**config.mk**
```make
export PLATFORM = sky130hd
export DESIGN_NAME = lsu_store_port_arb_flat
export DESIGN_NICKNAME = d
export VERILOG_FILES = /design/src/rtl/lsu_store_port_arb_if.sv /design/src/rtl/lsu_store_port_arb.sv /design/src/flat_wrapper.sv
export SDC_FILE = /design/constraint.sdc
export NUM_CORES = 1
export LEC_CHECK = 0
export CORE_MARGIN = 2
export CORE_UTILIZATION = 38
export DETAILED_ROUTE_END_ITERATION = 16
export GPL_ROUTABILITY_DRIVEN = 0
export PLACE_DENSITY = 0.81
export SYNTH_ARGS = -nofsm -noshare
export SYNTH_HDL_FRONTEND = slang
export SYNTH_SLANG_ARGS = --single-unit
```
**constraint.sdc**
```tcl
create_clock -name clk_i -period 5.27 [get_ports clk_i]
set_input_delay 1.581 -clock clk_i [delete_from_list [all_inputs] [get_ports clk_i]]
set_output_delay 1.581 -clock clk_i [all_outputs]
set_load 0.01 [all_outputs]
```
**src/rtl/lsu_store_port_arb_if.sv**
```systemverilog
// Store/AMO arbiter bus bundle: requesters, dcache write port, status.
// slave = arbiter view, master = surrounding LSU/dcache view.
interface lsu_store_port_arb_if #(
  parameter int ADDR_W = 34,
  parameter int DATA_W = 32,
  parameter int BE_W   = DATA_W/8
);
  logic              flush_i;
  logic              st_req_i;
  logic [ADDR_W-1:0] st_addr_i;
  logic [DATA_W-1:0] st_data_i;
  logic [BE_W-1:0]   st_be_i;
  logic              st_gnt_o;
  logic              amo_req_i;
  logic [ADDR_W-1:0] amo_addr_i;
  logic [DATA_W-1:0] amo_data_i;
  logic [BE_W-1:0]   amo_be_i;
  logic              amo_gnt_o;
  logic              amo_resp_valid_o;
  logic [DATA_W-1:0] amo_resp_data_o;
  logic              mem_req_o;
  logic [ADDR_W-1:0] mem_addr_o;
  logic [DATA_W-1:0] mem_data_o;
  logic [BE_W-1:0]   mem_be_o;
  logic              mem_amo_o;
  logic              mem_gnt_i;
  logic              mem_rvalid_i;
  logic [DATA_W-1:0] mem_rdata_i;
  logic              busy_o;
  logic [15:0]       stall_cnt_o;

  modport slave (
    input  flush_i,
    input  st_req_i, st_addr_i, st_data_i, st_be_i,
    output st_gnt_o,
    input  amo_req_i, amo_addr_i, amo_data_i, amo_be_i,
    output amo_gnt_o, amo_resp_valid_o, amo_resp_data_o,
    output mem_req_o, mem_addr_o, mem_data_o, mem_be_o, mem_amo_o,
    input  mem_gnt_i, mem_rvalid_i, mem_rdata_i,
    output busy_o, stall_cnt_o
  );

  modport master (
    output flush_i,
    output st_req_i, st_addr_i, st_data_i, st_be_i,
    input  st_gnt_o,
    output amo_req_i, amo_addr_i, amo_data_i, amo_be_i,
    input  amo_gnt_o, amo_resp_valid_o, amo_resp_data_o,
    input  mem_req_o, mem_addr_o, mem_data_o, mem_be_o, mem_amo_o,
    output mem_gnt_i, mem_rvalid_i, mem_rdata_i,
    input  busy_o, stall_cnt_o
  );
endinterface

```
**src/rtl/lsu_store_port_arb.sv**
```systemverilog
// Round-robin store/AMO arbiter onto the dcache write port.
// Optional stall counter: define LSU_STORE_PORT_ARB_STALL_CNT_EN.
module lsu_store_port_arb #(
  parameter int ADDR_W = 34,
  parameter int DATA_W = 32,
  parameter int BE_W   = DATA_W/8
) (
  input logic                 clk_i,
  input logic                 rst_i,
  lsu_store_port_arb_if.slave bus
);

  typedef enum logic [1:0] {
    IDLE,
    ST_REQ,
    AMO_REQ,
    AMO_WAIT
  } state_e;

  state_e            r_state;
  state_e            w_state_nxt;
  logic              r_prio;
  logic              w_st_gnt;
  logic              w_amo_gnt;
  logic              w_resp_vld;
  logic              r_mem_req;
  logic [ADDR_W-1:0] r_addr;
  logic [DATA_W-1:0] r_data;
  logic [BE_W-1:0]   r_be;
  logic              r_amo;
  logic [DATA_W-1:0] r_resp_data;

  // State register
  always_ff @(posedge clk_i or posedge rst_i) begin
    if (rst_i) r_state <= IDLE;
    else       r_state <= w_state_nxt;
  end

  // Next state, grants and response strobe
  always_comb begin
    w_state_nxt = r_state;
    w_st_gnt    = 1'b0;
    w_amo_gnt   = 1'b0;
    w_resp_vld  = 1'b0;
    unique case (r_state)
      IDLE: begin
        if (!bus.flush_i && !rst_i) begin
          if (bus.st_req_i && (!bus.amo_req_i || !r_prio)) begin
            w_st_gnt    = 1'b1;
            w_state_nxt = ST_REQ;
          end else if (bus.amo_req_i) begin
            w_amo_gnt   = 1'b1;
            w_state_nxt = AMO_REQ;
          end
        end
      end
      ST_REQ: begin
        if (bus.mem_gnt_i) w_state_nxt = IDLE;
      end
      AMO_REQ: begin
        if (bus.mem_gnt_i) w_state_nxt = AMO_WAIT;
      end
      AMO_WAIT: begin
        if (bus.mem_rvalid_i && !rst_i) begin
          w_resp_vld  = 1'b1;
          w_state_nxt = IDLE;
        end
      end
      default: w_state_nxt = IDLE;
    endcase
  end

  // Priority bit moves to the loser after every grant
  always_ff @(posedge clk_i or posedge rst_i) begin
    if (rst_i)          r_prio <= 1'b0;
    else if (w_st_gnt)  r_prio <= 1'b1;
    else if (w_amo_gnt) r_prio <= 1'b0;
  end

  // Capture granted payload; held stable until the dcache grants
  always_ff @(posedge clk_i or posedge rst_i) begin
    if (rst_i) begin
      r_addr <= '0;
      r_data <= '0;
      r_be   <= '0;
      r_amo  <= 1'b0;
    end else if (w_st_gnt) begin
      r_addr <= bus.st_addr_i;
      r_data <= bus.st_data_i;
      r_be   <= bus.st_be_i;
      r_amo  <= 1'b0;
    end else if (w_amo_gnt) begin
      r_addr <= bus.amo_addr_i;
      r_data <= bus.amo_data_i;
      r_be   <= bus.amo_be_i;
      r_amo  <= 1'b1;
    end
  end

  // Registered write-port request, high in ST_REQ and AMO_REQ
  always_ff @(posedge clk_i or posedge rst_i) begin
    if (rst_i) r_mem_req <= 1'b0;
    else       r_mem_req <= (w_state_nxt == ST_REQ) ||
                            (w_state_nxt == AMO_REQ);
  end

  // Last AMO result, held while no response is presented
  always_ff @(posedge clk_i or posedge rst_i) begin
    if (rst_i)           r_resp_data <= '0;
    else if (w_resp_vld) r_resp_data <= bus.mem_rdata_i;
  end

  assign bus.st_gnt_o         = w_st_gnt;
  assign bus.amo_gnt_o        = w_amo_gnt;
  assign bus.amo_resp_valid_o = w_resp_vld;
  assign bus.amo_resp_data_o  = w_resp_vld ? bus.mem_rdata_i
                                           : r_resp_data;
  assign bus.mem_req_o        = r_mem_req;
  assign bus.mem_addr_o       = r_addr;
  assign bus.mem_data_o       = r_data;
  assign bus.mem_be_o         = r_be;
  assign bus.mem_amo_o        = r_amo;
  assign bus.busy_o           = (r_state != IDLE);

`ifdef LSU_STORE_PORT_ARB_STALL_CNT_EN
  logic [15:0] r_stall_cnt;

  // Saturating count of cycles the dcache withholds its grant
  always_ff @(posedge clk_i or posedge rst_i) begin
    if (rst_i) begin
      r_stall_cnt <= 16'd0;
    end else if (r_mem_req && !bus.mem_gnt_i &&
                 (r_stall_cnt != 16'hFFFF)) begin
      r_stall_cnt <= r_stall_cnt + 16'd1;
    end
  end

  assign bus.stall_cnt_o = r_stall_cnt;
`else
  assign bus.stall_cnt_o = 16'd0;
`endif

endmodule

```
**src/flat_wrapper.sv**
```systemverilog
// flat-port wrapper written by rule: the top's interface ports become plain ports
module lsu_store_port_arb_flat 
#(
  parameter int ADDR_W = 34,
  parameter int DATA_W = 32,
  parameter int BE_W   = DATA_W/8
)
  (clk_i, rst_i, bus_flush_i, bus_st_req_i, bus_st_addr_i, bus_st_data_i, bus_st_be_i, bus_st_gnt_o, bus_amo_req_i, bus_amo_addr_i, bus_amo_data_i, bus_amo_be_i, bus_amo_gnt_o, bus_amo_resp_valid_o, bus_amo_resp_data_o, bus_mem_req_o, bus_mem_addr_o, bus_mem_data_o, bus_mem_be_o, bus_mem_amo_o, bus_mem_gnt_i, bus_mem_rvalid_i, bus_mem_rdata_i, bus_busy_o, bus_stall_cnt_o);
  lsu_store_port_arb_if #(.ADDR_W(ADDR_W), .DATA_W(DATA_W), .BE_W(BE_W)) bus_i ();
  input logic clk_i;
  input logic rst_i;
  input wire logic [$bits(bus_i.flush_i)-1:0] bus_flush_i;
  input wire logic [$bits(bus_i.st_req_i)-1:0] bus_st_req_i;
  input wire logic [$bits(bus_i.st_addr_i)-1:0] bus_st_addr_i;
  input wire logic [$bits(bus_i.st_data_i)-1:0] bus_st_data_i;
  input wire logic [$bits(bus_i.st_be_i)-1:0] bus_st_be_i;
  output wire logic [$bits(bus_i.st_gnt_o)-1:0] bus_st_gnt_o;
  input wire logic [$bits(bus_i.amo_req_i)-1:0] bus_amo_req_i;
  input wire logic [$bits(bus_i.amo_addr_i)-1:0] bus_amo_addr_i;
  input wire logic [$bits(bus_i.amo_data_i)-1:0] bus_amo_data_i;
  input wire logic [$bits(bus_i.amo_be_i)-1:0] bus_amo_be_i;
  output wire logic [$bits(bus_i.amo_gnt_o)-1:0] bus_amo_gnt_o;
  output wire logic [$bits(bus_i.amo_resp_valid_o)-1:0] bus_amo_resp_valid_o;
  output wire logic [$bits(bus_i.amo_resp_data_o)-1:0] bus_amo_resp_data_o;
  output wire logic [$bits(bus_i.mem_req_o)-1:0] bus_mem_req_o;
  output wire logic [$bits(bus_i.mem_addr_o)-1:0] bus_mem_addr_o;
  output wire logic [$bits(bus_i.mem_data_o)-1:0] bus_mem_data_o;
  output wire logic [$bits(bus_i.mem_be_o)-1:0] bus_mem_be_o;
  output wire logic [$bits(bus_i.mem_amo_o)-1:0] bus_mem_amo_o;
  input wire logic [$bits(bus_i.mem_gnt_i)-1:0] bus_mem_gnt_i;
  input wire logic [$bits(bus_i.mem_rvalid_i)-1:0] bus_mem_rvalid_i;
  input wire logic [$bits(bus_i.mem_rdata_i)-1:0] bus_mem_rdata_i;
  output wire logic [$bits(bus_i.busy_o)-1:0] bus_busy_o;
  output wire logic [$bits(bus_i.stall_cnt_o)-1:0] bus_stall_cnt_o;
  assign bus_i.flush_i = bus_flush_i;
  assign bus_i.st_req_i = bus_st_req_i;
  assign bus_i.st_addr_i = bus_st_addr_i;
  assign bus_i.st_data_i = bus_st_data_i;
  assign bus_i.st_be_i = bus_st_be_i;
  assign bus_st_gnt_o = bus_i.st_gnt_o;
  assign bus_i.amo_req_i = bus_amo_req_i;
  assign bus_i.amo_addr_i = bus_amo_addr_i;
  assign bus_i.amo_data_i = bus_amo_data_i;
  assign bus_i.amo_be_i = bus_amo_be_i;
  assign bus_amo_gnt_o = bus_i.amo_gnt_o;
  assign bus_amo_resp_valid_o = bus_i.amo_resp_valid_o;
  assign bus_amo_resp_data_o = bus_i.amo_resp_data_o;
  assign bus_mem_req_o = bus_i.mem_req_o;
  assign bus_mem_addr_o = bus_i.mem_addr_o;
  assign bus_mem_data_o = bus_i.mem_data_o;
  assign bus_mem_be_o = bus_i.mem_be_o;
  assign bus_mem_amo_o = bus_i.mem_amo_o;
  assign bus_i.mem_gnt_i = bus_mem_gnt_i;
  assign bus_i.mem_rvalid_i = bus_mem_rvalid_i;
  assign bus_i.mem_rdata_i = bus_mem_rdata_i;
  assign bus_busy_o = bus_i.busy_o;
  assign bus_stall_cnt_o = bus_i.stall_cnt_o;
  lsu_store_port_arb #(.ADDR_W(ADDR_W), .DATA_W(DATA_W), .BE_W(BE_W)) u_core (.clk_i(clk_i), .rst_i(rst_i), .bus(bus_i));
endmodule
```
# Yosys cells after proc, flatten, opt, wreduce, memory -nomap -nowiden
# Index checks and enable logic that the tools add are counted.
# classes
eq_ne	5
n_mux	27
reduce_logical	12
# op_table
operator	count
32-bit two-way mux	3
34-bit two-way mux	2
1-bit two-way mux	13
2-bit two-way mux	6
4-bit two-way mux	2
2-bit one-hot mux with 4 select lines	1
2-bit == test, second input constant	3
2-bit by 1-bit == test with 1-bit output, second input constant	2
1-bit zero test	4
2-bit nonzero test	2
1-bit logical AND	3
2-bit zero test	1
1-bit logical OR	2
# totals
regBits	107

# Longest topological paths before layout
# depth
depth_word	8
depth_mapped	6

# Worst setup path after synthesis
# OpenSTA, ideal clock, no wires.
# synth_timing
kind	input to output
from	in rst_i
to	out bus_st_gnt_o
arrival_ps	2529
t_required_ps	3689
path_slack_ps	1160
path_stages	4
n_path_buf	2
path_cell_list	or4_1 buf_4 buf_6 nor2_1
# synth_via
elab_chain_cells	4
# synth_lines
item	line	text
start, declared	flat_wrapper.sv:11	input logic rst_i;
1-bit zero test	lsu_store_port_arb.sv:47	if (!bus.flush_i && !rst_i) begin
1-bit logical AND	lsu_store_port_arb.sv:47	
1-bit two-way mux	lsu_store_port_arb.sv:47	
1-bit two-way mux	lsu_store_port_arb.sv:45	unique case (r_state)
end, declared	flat_wrapper.sv:17	output wire logic [$bits(bus_i.st_gnt_o)-1:0] bus_st_gnt_o;
# No other way between the ends.

# Final worst setup path
# Same ends and word-level chain as after synthesis.

==> impl_metrics.json <==
{
  "synthCells": 516,
  "min_to": "u_core.r_resp_data[5]",
  "p_comb_share_pct": 48.2,
  "final_cell_mix": "clkdlybuf4s50_1 (286), dfrtp_1 (107), a21oi_1 (71), a31oi_1 (71), nand3_1 (70)",
  "first_pass_iters": 5,
  "ys_types": 32,
  "instances_no_fill": 947,
  "die_h_um": 120,
  "setup_violations": 0,
  "grt-ovfl-total": 0,
  "required_ns": 3.69,
  "fp.dieW_um": 120,
  "swShare_pct": 33.9,
  "max_cap_violations": 0,
  "io_pins": 303,
  "portBuffers": 286,
  "final_nets": 945,
  "reg2reg_from": "u_core.r_state[1]",
  "hold_path_class": "flip-flop to flip-flop",
  "yosysSeqAreaShare_pct": 52.0,
  "p_switching_mw": 1.39,
  "tightest_slew_ns": 0.993,
  "antenna_found_initial": 0,
  "grt_pass1_wl_um": 26800,
  "power.share.sequential_pct": 34.9,
  "rr_worst_depth": 5,
  "coreArea_um2": 13200,
  "ctsResizeCount": 0,
  "power.leakage_nw": 3.15,
  "post-route-min-period_ns": 5.06,
  "finClkSkew_ns": 0.00414,
  "die_area_um2": 14500,
  "status": "finished, final reports clean",
  "setup-tns-final_ns": 0,
  "cp_max_fo": 4,
  "rsz0062_at_grt": "no",
  "min_period_over_period_pct": 96.0,
  "placed_cell_area_um2": 7940,
  "drt-initial-drc-count": 406,
  "crit_arrival_ns": 3.48,
  "vias_per_cell": 5.39,
  "htreeDepth": 3,
  "post_cts_buffers": 0,
  "synth_edf_count": 0,
  "worstSetupStartpointType": "input port",
  "cts-root-buf": "clkbuf_16",
  "cts.sinks": 107,
  "ant_nets": 0,
  "drc_errors": 0,
  "synth_flop_cell": "dfrtp_1",
  "initial_core_util_pct": 38.9,
  "pre_cts_slack_ns": 0.207,
  "clock_power_share_pct": 16.9,
  "power_density_nw_per_um2": 498,
  "track_usage_pct": 23.1,
  "vdd_drop_max_mv": 0.204,
  "critPathKind": "input port to output port",
  "drive_gt1_share_pct": 8.69,
  "max-clock-path-buffers": 2,
  "grt_start_max_net_pins": 87,
  "crit_path_end_kind": "output port",
  "wire_per_inst_um": 18.1,
  "syn2layout_area_growth_pct": 60.1,
  "hold_path_depth": 1,
  "finalHoldViolCount": 0,
  "diodes": 0,
  "hold_buffers": 0,
  "row_count": 42,
  "power_mw": 4.11,
  "wl_um": 17100,
  "maxSlewHeadroom_pct": 33.8,
  "slew_viol_final": 0,
  "postSynth.asyncResetShare_pct": 100,
  "clk_pin_slew_ns": 0.07,
  "min-delay-start": "u_core.r_resp_data[5]",
  "r2r_slack_ns": 2.62,
  "syn_area_per_cell_um2": 9.99,
  "ys_ff_latch": 107,
  "p_int_mw": 2.71,
  "routed-via-count": 5102,
  "stdcell_area_um2": 8250,
  "r2r_end": "u_core.bus.mem_data_o[2]",
  "yosysWarnings": 0,
  "final_common_cell": "clkdlybuf4s50_1",
  "fmax_mhz": 198,
  "insertion_delay_ns": 0.35,
  "netlist_area_um2": 5150,
  "tritoncts": "yes",
  "grt_pass1_vias": 5074,
  "dp.cells": 931,
  "numCtsBuffers": 9,
  "dpl.hpwl_um": 11900,
  "setup_ws_ns": 0.213
}
==> critical path, stage by stage <==
cell and delay (ns):
clkdlybuf4s50_1 0.45, or4_2 0.64, nor2_1 0.19, clkdlybuf4s50_1 0.61
==> power by group through the flow <==
| stage | sequential [mW] | combinational [mW] | clock [mW] |
|---|---|---|---|
| 2_1_floorplan | 1.54 | 0.768 | 0 |
| 4_1_cts | 1.43 | 1.99 | 0.712 |
| 5_1_grt | 1.48 | 2.13 | 0.750 |
| 6_report | 1.43 | 1.98 | 0.696 |
| 3_5_place_dp | 1.44 | 1.99 | 0 |
| 3_3_place_gp | 1.42 | 1.94 | 0 |
==> how the worst max path moves through the flow <==
stage,startpoint,endpoint,slack (ns)
2_1_floorplan,rst_i,u_core.bus.mem_addr_o[0],0.87
3_3_place_gp,rst_i,bus_st_gnt_o,0.23
3_5_place_dp,rst_i,bus_st_gnt_o,0.21
4_1_cts,rst_i,bus_st_gnt_o,0.21
5_1_grt,rst_i,bus_st_gnt_o,0.17
6_report,rst_i,bus_st_gnt_o,0.21
==> logic make-up (layout without fill, tap and decap cells) <==
family / Yosys count / after routing / synth area share [%]
buffers and inverters: 75 / 315 / 9.11
other: 1 / 16 / 0.0728
AO/OA/AOI/OAI: 217 / 217 / 23.2
flip-flops: 107 / 107 / 52.0
XOR/XNOR: 1 / 1 / 0.170
multiplexers: 33 / 33 / 7.21
AND/OR/NAND/NOR: 82 / 82 / 8.23
==> metrics by stage <==
stage,hold WS [ns],utilization (%)
2_1_floorplan,0.512,-
4_1_cts,0.499,62.3
6_report,0.495,62.3
5_1_grt,0.510,62.3
3_5_place_dp,0.483,60.0
3_3_place_gp,0.478,60.0
==> registers in the layout (all words and copies together) (netlist names) <==
name / cells
u_core.bus.mem_addr_o: 34
u_core.bus.mem_data_o: 32
u_core.r_resp_data: 32
u_core.bus.mem_be_o: 4
u_core.r_state: 2
u_core.bus.mem_amo_o: 1
u_core.bus.mem_req_o: 1
u_core.r_prio: 1
==> synthesized netlist by cell type (2+ instances only) <==
cell type | n | area [µm²]
nand3_1 | 70 | 350
o21ai_1 | 69 | 345
clkbuf_1 | 27 | 101
inv_1 | 2 | 7.51
dfrtp_1 | 107 | 2680
mux2_2 | 33 | 372
buf_6 | 14 | 158
a21oi_1 | 71 | 355
buf_4 | 17 | 128
a31oi_1 | 71 | 444
buf_2 | 14 | 70.1
==> cell type report <==
cell class,instances,area [µm²]
Sequential cell,107,2680
Timing Repair Buffer,297,2960
Multi-Input combinational cell,349,2080
Tap cell,176,220
Clock buffer,11,243
Clock inverter,5,61.3
Fill cell,1088,4990
Inverter,2,10.0
==> per-layer routing <==
metal,track usage [%],part of all wire (%),up-vias
met5,0,0,-
met4,8.36,2.1,0
met3,6.04,8.8,26
met2,38.8,50,264
met1,28.8,39,2423
li1,-,-,2389
Power figures use the tool's default switching activity.
